File: config.mk
export PLATFORM = sky130hd
export DESIGN_NAME = uart_tx_fifo
export DESIGN_NICKNAME = d
export VERILOG_FILES = /design/src/rtl/uart_tx_fifo.sv
export SDC_FILE = /design/constraint.sdc
export NUM_CORES = 1
export LEC_CHECK = 0
export ABC_AREA = 1
export CAP_MARGIN = 0
export CORE_ASPECT_RATIO = 1.1
export CORE_MARGIN = 3
export CORE_UTILIZATION = 60
export CTS_BUF_LIST = sky130_fd_sc_hd__clkbuf_4 sky130_fd_sc_hd__clkbuf_8 sky130_fd_sc_hd__clkbuf_16
export DETAILED_ROUTE_END_ITERATION = 16
export GPL_TIMING_DRIVEN = 0
export PLACE_DENSITY = 0.82
export SYNTH_ARGS = -nofsm -noshare
export SYNTH_HDL_FRONTEND = slang
export SYNTH_SLANG_ARGS = --single-unit
File: constraint.sdc
create_clock -name clk_i -period 4.5 [get_ports clk_i]
set_input_delay 0.9 -clock clk_i [delete_from_list [all_inputs] [get_ports clk_i]]
set_output_delay 0.9 -clock clk_i [all_outputs]
set_load 0.1 [all_outputs]
File: src/rtl/uart_tx_fifo.sv
// UART transmitter with TX FIFO, CTS gating, break generation and frame-done pulse.
// Frames: start, 5..DATA_W data bits LSB first, optional parity, one or two stop bits.
module uart_tx_fifo #(
  parameter  int DATA_W     = 9,
  parameter  int FIFO_DEPTH = 8,
  parameter  int DIV_W      = 16,
  localparam int LVL_W      = $clog2(FIFO_DEPTH) + 1
) (
  input  logic              clk_i,
  input  logic              rstn_i,
  input  logic              cfg_en_i,
  input  logic [DIV_W-1:0]  cfg_div_i,
  input  logic [3:0]        cfg_bits_i,
  input  logic              cfg_parity_en_i,
  input  logic [1:0]        cfg_parity_sel_i,
  input  logic              cfg_stop_bits_i,
  input  logic              cfg_cts_en_i,
  input  logic              cts_ni,
  input  logic              break_req_i,
  input  logic              fifo_clr_i,
  input  logic [DATA_W-1:0] tx_data_i,
  input  logic              tx_valid_i,
  output logic              tx_ready_o,
  output logic              tx_o,
  output logic              busy_o,
  output logic              tx_empty_o,
  output logic [LVL_W-1:0]  fifo_level_o,
  output logic              frame_done_o
);
  localparam int AW = (FIFO_DEPTH > 1) ? $clog2(FIFO_DEPTH) : 1;

  typedef enum logic [2:0] {IDLE, START, DATA, PARITY, STOP1, STOP2, BREAK} state_e;

  state_e            state_q, state_d;
  logic [DATA_W-1:0] mem_q [FIFO_DEPTH];
  logic [AW-1:0]     wr_ptr_q, rd_ptr_q;
  logic [LVL_W-1:0]  lvl_q;
  logic [DIV_W-1:0]  cnt_q, cnt_d;
  logic [DATA_W-1:0] sh_q, sh_d;
  logic [3:0]        idx_q, idx_d, nbits;
  logic              par_q, par_d, brk_q, brk_d, tx_q, tx_d, done_q;
  logic              cts_meta_q, cts_q;
  logic              full, empty, push, pop, done, fin, bit_end, can_start, par_bit;

  assign full         = (lvl_q == LVL_W'(FIFO_DEPTH));
  assign empty        = (lvl_q == '0);
  // rstn_i gating keeps ready low while reset is held.
  assign tx_ready_o   = rstn_i & cfg_en_i & ~full & ~fifo_clr_i;
  assign push         = tx_valid_i & tx_ready_o;
  assign tx_o         = tx_q;
  assign busy_o       = (state_q != IDLE);
  assign tx_empty_o   = empty & (state_q == IDLE);
  assign fifo_level_o = lvl_q;
  assign frame_done_o = done_q;

  always_ff @(posedge clk_i) begin
    if (push) mem_q[wr_ptr_q] <= tx_data_i;
  end

  always_ff @(posedge clk_i or negedge rstn_i) begin
    if (!rstn_i) begin
      wr_ptr_q <= '0;
      rd_ptr_q <= '0;
      lvl_q    <= '0;
    end else if (fifo_clr_i) begin
      wr_ptr_q <= '0;
      rd_ptr_q <= '0;
      lvl_q    <= '0;
    end else begin
      if (push) wr_ptr_q <= wr_ptr_q + AW'(1);
      if (pop)  rd_ptr_q <= rd_ptr_q + AW'(1);
      lvl_q <= lvl_q + LVL_W'(push) - LVL_W'(pop);
    end
  end

  always_ff @(posedge clk_i or negedge rstn_i) begin
    if (!rstn_i) begin
      cts_meta_q <= 1'b1;
      cts_q      <= 1'b1;
    end else begin
      cts_meta_q <= cts_ni;
      cts_q      <= cts_meta_q;
    end
  end

  always_comb begin
    nbits = cfg_bits_i;
    if (cfg_bits_i < 4'd5)               nbits = 4'd5;
    else if (cfg_bits_i > 4'(DATA_W))    nbits = 4'(DATA_W);
  end

  // >= rather than == so a mid-frame divider change cannot strand the counter.
  assign bit_end   = (cnt_q >= cfg_div_i);
  assign can_start = ~empty & (~cfg_cts_en_i | ~cts_q);

  always_comb begin
    unique case (cfg_parity_sel_i)
      2'b00:   par_bit = par_q;
      2'b01:   par_bit = ~par_q;
      2'b10:   par_bit = 1'b0;
      default: par_bit = 1'b1;
    endcase
  end

  always_comb begin
    state_d = state_q;
    pop     = 1'b0;
    fin     = 1'b0;
    done    = 1'b0;
    sh_d    = sh_q;
    idx_d   = idx_q;
    par_d   = par_q;
    unique case (state_q)
      IDLE: begin
        if (break_req_i) state_d = BREAK;
        else if (can_start) begin
          pop     = 1'b1;
          state_d = START;
        end
      end
      START:  if (bit_end) state_d = DATA;
      DATA: begin
        if (bit_end) begin
          sh_d  = sh_q >> 1;
          par_d = par_q ^ sh_q[0];
          idx_d = idx_q + 4'd1;
          if (idx_q >= nbits - 4'd1) state_d = cfg_parity_en_i ? PARITY : STOP1;
        end
      end
      PARITY: if (bit_end) state_d = STOP1;
      STOP1: begin
        if (bit_end) begin
          if (brk_q || !cfg_stop_bits_i) fin = 1'b1;
          else                           state_d = STOP2;
        end
      end
      STOP2:  if (bit_end) fin = 1'b1;
      BREAK:  if (!break_req_i) state_d = STOP1;
      default: state_d = IDLE;
    endcase
    // Leaving the last stop bit chains straight into the next frame when possible.
    if (fin) begin
      done = ~brk_q;
      if (break_req_i) state_d = BREAK;
      else if (can_start) begin
        pop     = 1'b1;
        state_d = START;
      end else state_d = IDLE;
    end
    if (!cfg_en_i) begin
      state_d = IDLE;
      pop     = 1'b0;
      done    = 1'b0;
    end
    if (pop) begin
      sh_d  = mem_q[rd_ptr_q];
      idx_d = '0;
      par_d = 1'b0;
    end
  end

  always_comb begin
    brk_d = brk_q;
    if (state_d == BREAK)                          brk_d = 1'b1;
    else if (state_d == IDLE || state_d == START)  brk_d = 1'b0;
    cnt_d = (state_q == IDLE || state_q == BREAK || bit_end || !cfg_en_i) ? '0 : cnt_q + DIV_W'(1);
    unique case (state_q)
      START, BREAK: tx_d = 1'b0;
      DATA:         tx_d = sh_q[0];
      PARITY:       tx_d = par_bit;
      default:      tx_d = 1'b1;
    endcase
    if (!cfg_en_i) tx_d = 1'b1;
  end

  always_ff @(posedge clk_i or negedge rstn_i) begin
    if (!rstn_i) begin
      state_q <= IDLE;
      cnt_q   <= '0;
      sh_q    <= '0;
      idx_q   <= '0;
      par_q   <= 1'b0;
      brk_q   <= 1'b0;
      tx_q    <= 1'b1;
      done_q  <= 1'b0;
    end else begin
      state_q <= state_d;
      cnt_q   <= cnt_d;
      sh_q    <= sh_d;
      idx_q   <= idx_d;
      par_q   <= par_d;
      brk_q   <= brk_d;
      tx_q    <= tx_d;
      done_q  <= done;
    end
  end
endmodule

# After elaboration in Yosys (flattened, before gate mapping)
# Memories as Yosys holds them, arrays and structs flattened.
# Cells that the tools add are included.
# word_totals
register_bits	48
memories	1
ramBits	72
word_cells	122
# mem_list
name	words	width	rd	rd_clocked_by_memory_dff	wr	line_no	text
mem_q	8	9	1	0	1	35	logic [DATA_W-1:0] mem_q [FIFO_DEPTH];
# classes
n_eq_ne	11
reduce_logical	19
n_bitwise	15
muxes	52
magnitude_cmp	4
addsub	7
# op_table
op	count
$mux 3	17
$mux 9	3
$mux 4	6
$mux 1	21
$pmux 3 s7	1
$add 16x1->16 const B	1
$ge 16x16->1	1
$mux 16	1
$eq 3x3->1 const B	4
$reduce_bool 2->1	5
$not 1->1	7
$add 3x1->3 const B	2
$and 1x1->1	6
$eq 3x1->1 const B	2
$eq 3x2->1 const B	2
$logic_not 3->1	2
$pmux 1 s3	2
$logic_or 1x1->1	5
$add 4x1->4	1
$add 4x1->4 const B	1
$eq 4x4->1 const B	1
$ge 4x4->1	1
$gt 4x4->1 const B	1
$logic_not 4->1	1
13 further kinds	14

# Longest topological paths before layout
# Gate-level depths: netlist of run 1.
# logic_depth
ltp_word	14
ltp_mapped	23
depth_no_buf	22

# Worst setup path before layout of run 1
# No wires, ideal clock.
# synth_timing
path_type	register -> register
from	reg lvl_q[2] (netlist: fifo_level_o[2])
to	reg lvl_q[2] (netlist: fifo_level_o[2])
setup_slack_ps	-881
n_path_buf	0
required_time_ps	4377
arrival_ps	5258
path_stages_with_launch	11
cell_sequence	dfrtp_1 inv_1 ha_1 a211oi_1 nand2_1 ha_1 inv_1 ha_1 fa_1 o21ai_0 a21oi_1
# synth_between
elab_cells_between_ends	18
cone_classes	2 x add/sub; 1 x eq/ne; 8 x mux; 6 x bitwise; 1 x reduce/logical
# synth_lines
element	line_no	text
start: declaration	37	logic [LVL_W-1:0] lvl_q;
start signal: assignment	72	lvl_q <= lvl_q + LVL_W'(push) - LVL_W'(pop);
$eq 4x4->1	45	assign full = (lvl_q == LVL_W'(FIFO_DEPTH));
$not 1->1	48	assign tx_ready_o = rstn_i & cfg_en_i & ~full & ~fifo_clr_i;
$and 1x1->1 (2 in series)	48	
named net tx_ready_o	23	output logic tx_ready_o,
$and 1x1->1	49	assign push = tx_valid_i & tx_ready_o;
$add 4x1->4	72	
$sub 4x1->4	72	
$mux 4	65	end else if (fifo_clr_i) begin
# The timed path passes the listed nets, and every way through them passes these cells.
# A chain may end at the register's enable or synchronous reset.

# Final worst setup path of run 1
# layout_timing
from	in fifo_clr_i
to	out tx_ready_o
# layout_between
elab_chain_cells	2
# layout_rtl
element	line_no	text
start: declaration	20	input logic fifo_clr_i,
$not 1->1	48	
$and 1x1->1	48	
end: declaration	23	
# No other way between the ends.

==> results_dict.tcl, run 1 <==
set metrics [dict create \
    status "finished, final reports clean" \
    p_per_area_nw_per_um2 460.0 \
    worstSetupPathType "in -> out" \
    hpwl_mm 8.894 \
    clk_pin_slew_ps 60 \
    syn-num-nets 676 \
    rsz0062_at_grt "no" \
    htree_levels 4 \
    async_flop_share_pct 40.00 \
    max_slew_margin_pct 32.89 \
    num_vias 4666 \
    gp_congestion 0.8312 \
    syn_avg_cell_area_um2 9.879 \
    syn-cell-area_um2 5957 \
    cpMaxStageDelayCell "clkdlybuf4s50_1" \
    yosysWarnings 0 \
    hold_slack_ps 268.6 \
    ys_top_cells_by_area "edfxtp_1 (36%), dfrtp_1 (19%), ha_1 (6.5%)" \
    n_antenna_cell 0 \
    ys.flop_type "edfxtp_1" \
    min_period_ps 3963 \
    finish.utilization_pct 75.66 \
    p_sw_share_pct 30.16 \
    clock_power_share_pct 41.1 \
    fmax_mhz 252.3 \
    ios 50 \
    clock_skew_ps 12.11 \
    nets 745 \
    die_w_um 101.0 \
    cts_setup_buffers 0 \
    grt_pass1_wl_mm 22.16 \
    setup_viol 0 \
    critPathMaxFanout 6 \
    start_util_pct 62.46 \
    grt_pass1_vias 4703 \
    fin_crit_sh_pct 88.06 \
    path_cells "clkdlybuf4s50_1 > inv_1 > nand2_1 > a211oi_2 > clkdlybuf4s50_1" \
    die_area_um2 11160 \
    hold_buffers 0 \
    final_cells 802 \
    min_path_type "in -> async" \
    postCtsResizedCells 0 \
    ant_nets 0 \
    port_buffers 49 \
    drive_above_1_share_pct 10.80 \
    pre_cts_ws_ps 347.0 \
    tightest_slew_ps 1003 \
    cts_made_buffers 17 \
    placed_cells 770 \
    clkSinkCount 120 \
    worst-endpoint-required_ps 3600 \
    drcViolationCount 0 \
    finalHoldViolCount 0 \
    routed_wl_mm 13.44 \
    cpMostUsedCell "clkdlybuf4s50_1" \
    slew_viol_final 0 \
    placed_cell_area_um2 6614 \
    pwr-share-comb_pct 19.5 \
    final_cell_area_um2 7216 \
    crit_path_start_kind "input port" \
    synth_edf_count 72 \
    max_cap_viol_count 0 \
    overflow 0 \
    grt_usage_pct 25.44 \
    critPathArrivalTime_ps 3060 \
    synthToLayoutAreaGrowth_pct 21.13 \
    ys_ff_latch 120 \
    drt_pass1_iterations 5 \
    cts_tree "done" \
    clk_path_buf_depth 2 \
    ys_seq_area_share_pct 56.52 \
    worst_slack_ps 537.1 \
    p_int_mw 2.318 \
    drt_iter0_drc 297 \
    cts-root-buf "clkbuf_8" \
    core_um2 9537 \
    routed_via_density 5.818 \
    leakagePower_nw 3.032 \
    endpoint_kind "output port" \
    ys_types 42 \
    drt-wirelength-per-cell_um 16.76 \
    die_height_um 110.5 \
    synthCells 603 \
    ir_worst_vdd_uv 292.3 \
    grt_antenna_before_repair 0 \
    synth_top_area_share_pct 36.29 \
    p_seq_share_pct 39.3 \
    slowest_delay_ps 1170 \
    clock_latency_ps 520 \
    yosysTopAreaCell "edfxtp_1" \
    p_sw_mw 1.001 \
    rows 37 \
    grt_max_degree 39 \
]
## registers in the layout, summed over array words and instances (netlist names)
signal and flops:
mem_q 72, cnt_q 16, sh_q 9, fifo_level_o 4, idx_q 4, rd_ptr_q 3
state_q 3, wr_ptr_q 3, brk_q 1, cts_meta_q 1, cts_q 1, frame_done_o 1
par_q 1, tx_o 1
## cells in the final DEF (no fill, tap or decap), types with 2 or more instances in the layout
cell              n
nor3_2            2
inv_6             7
nor2_1           72
clkdlybuf4s50_1  48
clkinv_4          2
clkbuf_16        16
a21oi_1          23
o21a_1            3
nand2_2           6
inv_2             7
nand2_1          89
clkinvlp_4        2
edfxtp_1         72
bufinv_16         3
nor3_1            6
dfstp_2           3
ha_1             31
o221ai_1         14
nor2_4            2
xor2_1            5
o31ai_1           3
clkbuf_1         11
xnor2_1           3
nor3b_1           7
o21ai_0          38
buf_2            10
inv_1            67
nand3_1          53
o21ai_1           7
nand4_1           6
a211oi_2          2
dfrtp_1          45
nor2_2            3
## through the flow
stage | total power [mW] | TNS [ps]
after floorplan | 1.773 | 0
after global placement | 1.934 | -31330
after detailed placement | 1.961 | 0
after CTS | 3.327 | 0
after global routing | 3.468 | 0
final | 3.320 | 0
## logic make-up (layout without fill, tap and decap cells)
| group | count (synthesis) | in the layout | synth area share [%] |
|---|---|---|---|
| AOI/OAI and AO/OA | 95 | 95 | 9.494 |
| xor gates and xnor gates | 8 | 8 | 1.176 |
| adders and majority gates | 32 | 32 | 6.847 |
| buffers and inverters | 96 | 178 | 6.427 |
| DFF | 120 | 120 | 56.52 |
| and+or+nand+nor | 252 | 252 | 19.53 |
## cells in the mapped netlist, drive strengths merged (5+ instances only)
master and count:
a21oi 23, buf 11, clkbuf 11, dfrtp 45, edfxtp 72, ha 31, inv 74, nand2 96
nand3 55, nand4 7, nor2 77, nor3 9, nor3b 7, o21ai 45, o221ai 14, xor2 5
## area by class of cell
class | instances | area, µm²
Inverter | 74 | 277.8
Clock buffer | 17 | 414.1
Timing Repair Buffer | 50 | 505.5
Sequential cell | 120 | 3367
Buffer | 22 | 105.1
Clock inverter | 15 | 187.7
Multi-Input combinational cell | 387 | 2212
Tap cell | 117 | 146.4
Fill cell | 635 | 2321
## power by group through the flow
stage	Clock, mW	Combinational [mW]	Sequential [mW]
2_1_floorplan	0	0.387	1.39
3_3_place_gp	0	0.614	1.32
3_5_place_dp	0	0.636	1.32
4_1_cts	1.37	0.648	1.30
5_1_grt	1.43	0.722	1.31
6_report	1.37	0.649	1.31
## routing by layer
metal,GRT usage [%],part of all wire [%]
met1,32.14,39
met2,41.85,50
met3,6.001,7.6
met4,10.46,2.8
met5,0,0
## final timing paths
| path | slack, ps | depth (start not counted) | endpoint | startpoint |
|---|---|---|---|---|
| max in group asynchronous | 3670 | 2 | cts_meta_q$_DFF_PN1_ | rstn_i |
| hold / removal | 270 | 1 | cnt_q[9]$_DFF_PN0_ | rstn_i |
| hold reg to reg | 360 | 0 | cts_q$_DFF_PN1_ | cts_meta_q$_DFF_PN1_ |
| min in group clk_i | 360 | 0 | cts_q$_DFF_PN1_ | cts_meta_q$_DFF_PN1_ |
| setup reg to reg | 1220 | 20 | fifo_level_o[2]$_DFF_PN0_ | cnt_q[5]$_DFF_PN0_ |
| setup / recovery | 540 | 5 | tx_ready_o | fifo_clr_i |
## critical path, delay by kind of cell
family | cells | cell delay, ps
and+or+nand+nor | 1 | 90
buffers and inverters | 3 | 1890
AOI/OAI and AO/OA | 1 | 190
Note: power is estimated with default switching activity, not from simulation.
==> inputs of run 2 (changes only) <==
--- a/config.mk
+++ b/config.mk
@@ -9,11 +9,12 @@
 export CAP_MARGIN = 0
 export CORE_ASPECT_RATIO = 1.1
 export CORE_MARGIN = 3
-export CORE_UTILIZATION = 60
+export CORE_UTILIZATION = 55
 export CTS_BUF_LIST = sky130_fd_sc_hd__clkbuf_4 sky130_fd_sc_hd__clkbuf_8 sky130_fd_sc_hd__clkbuf_16
 export DETAILED_ROUTE_END_ITERATION = 16
 export GPL_TIMING_DRIVEN = 0
-export PLACE_DENSITY = 0.82
+export PLACE_DENSITY = 0.76
+export SLEW_MARGIN = 0
 export SYNTH_ARGS = -nofsm -noshare
 export SYNTH_HDL_FRONTEND = slang
 export SYNTH_SLANG_ARGS = --single-unit
==> run 2 against run 1 <==
  * Hold slack better by 92 ps
  * Final area up 0.85%
  * Sequential power about the same
  * Flip-flop and latch count unchanged
  * Global-route usage down 1.9 points
  * Register-to-register slack better by 40 ps
  * Combinational power about the same
  * Clock power up 4%
  * Clock skew down 4.9 ps
  * Count of clock-buffer cells in the layout up 1
  * Maximum frequency down 3.0%
  * Die area up 8.6%
  * Critical path type unchanged
==> results_dict.tcl, run 2 (synthesis gave the netlist of run 1 again) <==
set metrics [dict create \
    status "finished, final reports clean" \
    num-fill-cells 768 \
    ff2ff_setup_slack_ps 1260 \
    gp_congestion 0.9134 \
    worst_slack_ps 413.5 \
    die_height_um 115.2 \
    r2r_cells 21 \
    drcViolationCount 0 \
    clock_skew_ps 7.205 \
    die_area_um2 12120 \
    fin_crit_sh_pct 90.81 \
    r2r_start "cnt_q[7]$_DFF_PN0_" \
    ios 50 \
    clk_pin_slew_ps 60 \
    tightest_slew_ps 1053 \
    hp-start "cts_meta_q$_DFF_PN1_" \
    nets 745 \
    overflow 0 \
    postCtsResizedCells 0 \
    grt_pass1_wl_mm 21.80 \
    pre_cts_ws_ps 349.6 \
    min_path_type "reg -> reg" \
    max_slew_margin_pct 29.51 \
    p_per_area_nw_per_um2 465.8 \
    final_common_cell "nand2_1" \
    htree_levels 4 \
    die_w_um 105.2 \
    grt_antenna_before_repair 0 \
    n_antenna_cell 0 \
    synthToLayoutAreaGrowth_pct 22.16 \
    routed_wl_mm 13.50 \
    max_cap_viol_count 0 \
    worstSetupPathType "in -> out" \
    rows 39 \
    top_register "mem_q" \
    r2r_end "fifo_level_o[3]$_DFF_PN0_" \
    clock_latency_ps 410 \
    num_vias 4573 \
    leakagePower_nw 3.048 \
    critPathArrivalTime_ps 3190 \
    cts_made_buffers 17 \
    layout_common_cells "nand2_1 (89), nor2_1 (72), edfxtp_1 (72), inv_1 (67), nand3_1 (53)" \
    start_util_pct 56.78 \
    grt_usage_pct 23.50 \
    finalHoldViolCount 0 \
    min_period_ps 4087 \
    grt_pass1_vias 4518 \
    hold_buffers 0 \
    drt_pass1_iterations 5 \
    drive_above_1_share_pct 10.95 \
    grt_max_degree 36 \
    holdPathStages 0 \
    reg_top3 "mem_q x72, cnt_q x16, sh_q x9" \
    core_um2 10490 \
    drt-wirelength-per-cell_um 16.31 \
    largest_reg_flops 72 \
    setup_viol 0 \
    cts_setup_buffers 0 \
    cts_tree "done" \
    power_mw 3.390 \
    fmax_mhz 244.7 \
    rsz0062_at_grt "no" \
    port_buffers 49 \
    clkSinkCount 120 \
    hpwl_mm 9.184 \
    crit_path_start_kind "input port" \
    worstHoldEndpoint "cts_q$_DFF_PN1_" \
    slew_viol_final 0 \
    drt_iter0_drc 371 \
    cts-root-buf "clkbuf_16" \
    ant_nets 0 \
    ir_worst_vdd_uv 304.6 \
    clk_path_buf_depth 2 \
    routed_via_density 5.523 \
    critPathMaxFanout 6 \
    endpoint_kind "output port" \
    worst-endpoint-required_ps 3600 \
]
[run 2: cell types whose count changed in the layout (fill, tap and decap cells not counted), sizes merged]
cell    before  now
inv         81   76
clkinv       3    6
bufinv       3    4
clkbuf      28   29
[run 2: per-layer routing]
| layer | up-vias | part of all wire (%) | GRT usage [%] |
|---|---|---|---|
| li1 | 2203 | - | - |
| met1 | 2179 | 41 | 28.19 |
| met2 | 155 | 50 | 40.43 |
| met3 | 36 | 6.2 | 5.334 |
| met4 | 0 | 2.4 | 11.20 |
| met5 | - | 0 | 0 |
[run 2: metrics by stage]
step | cells | setup TNS (ps) | instance area, µm² | hold slack (ps) | utilization (%)
global route | 828 | 0 | 7277 | 369.3 | 69.36
detailed placement | 796 | 0 | 6646 | 348.4 | 63.35
finish | 828 | 0 | 7277 | 360.1 | 69.36
CTS | 828 | 0 | 7277 | 362.6 | 69.36
floorplan | 603 | 0 | 5962 | 345.2 | -
global placement | 795 | -39340 | 6631 | 351.7 | 63.21
[run 2: final cells by class]
cell class,count,area [µm²],area share [%]
plain buffers,22,105.1,1.444
clock buffers,18,432.9,5.949
clock inverters,14,197.7,2.717
inverters,74,277.8,3.817
multi-input cells,387,2212,30.40
flip-flops and latches,120,3367,46.27
well taps,143,178.9,2.459
repair buffers,50,505.5,6.946
[run 2: worst max path at each step]
| stage | cells after the start | end | from |
|---|---|---|---|
| 3_3_place_gp | 4 | tx_ready_o | rstn_i |
| 2_1_floorplan | 10 | fifo_level_o[2]$_DFF_PN0_ | fifo_level_o[2]$_DFF_PN0_ |
| 6_report | 5 | tx_ready_o | fifo_clr_i |
| 3_5_place_dp | 22 | fifo_level_o[2]$_DFF_PN0_ | cfg_div_i[5] |
| 4_1_cts | 5 | tx_ready_o | fifo_clr_i |
| 5_1_grt | 5 | tx_ready_o | fifo_clr_i |
[run 2: where the power goes]
group          switching, mW  total (mW)  internal (mW)
Sequential            0.0553        1.31           1.25
Combinational          0.437       0.649          0.212
Clock                  0.497        1.43          0.936
[run 2: critical path, stage by stage]
cell	delay, ps
clkdlybuf4s50_1	500
inv_1	210
nand2_1	100
a211oi_2	270
clkdlybuf4s50_1	1200
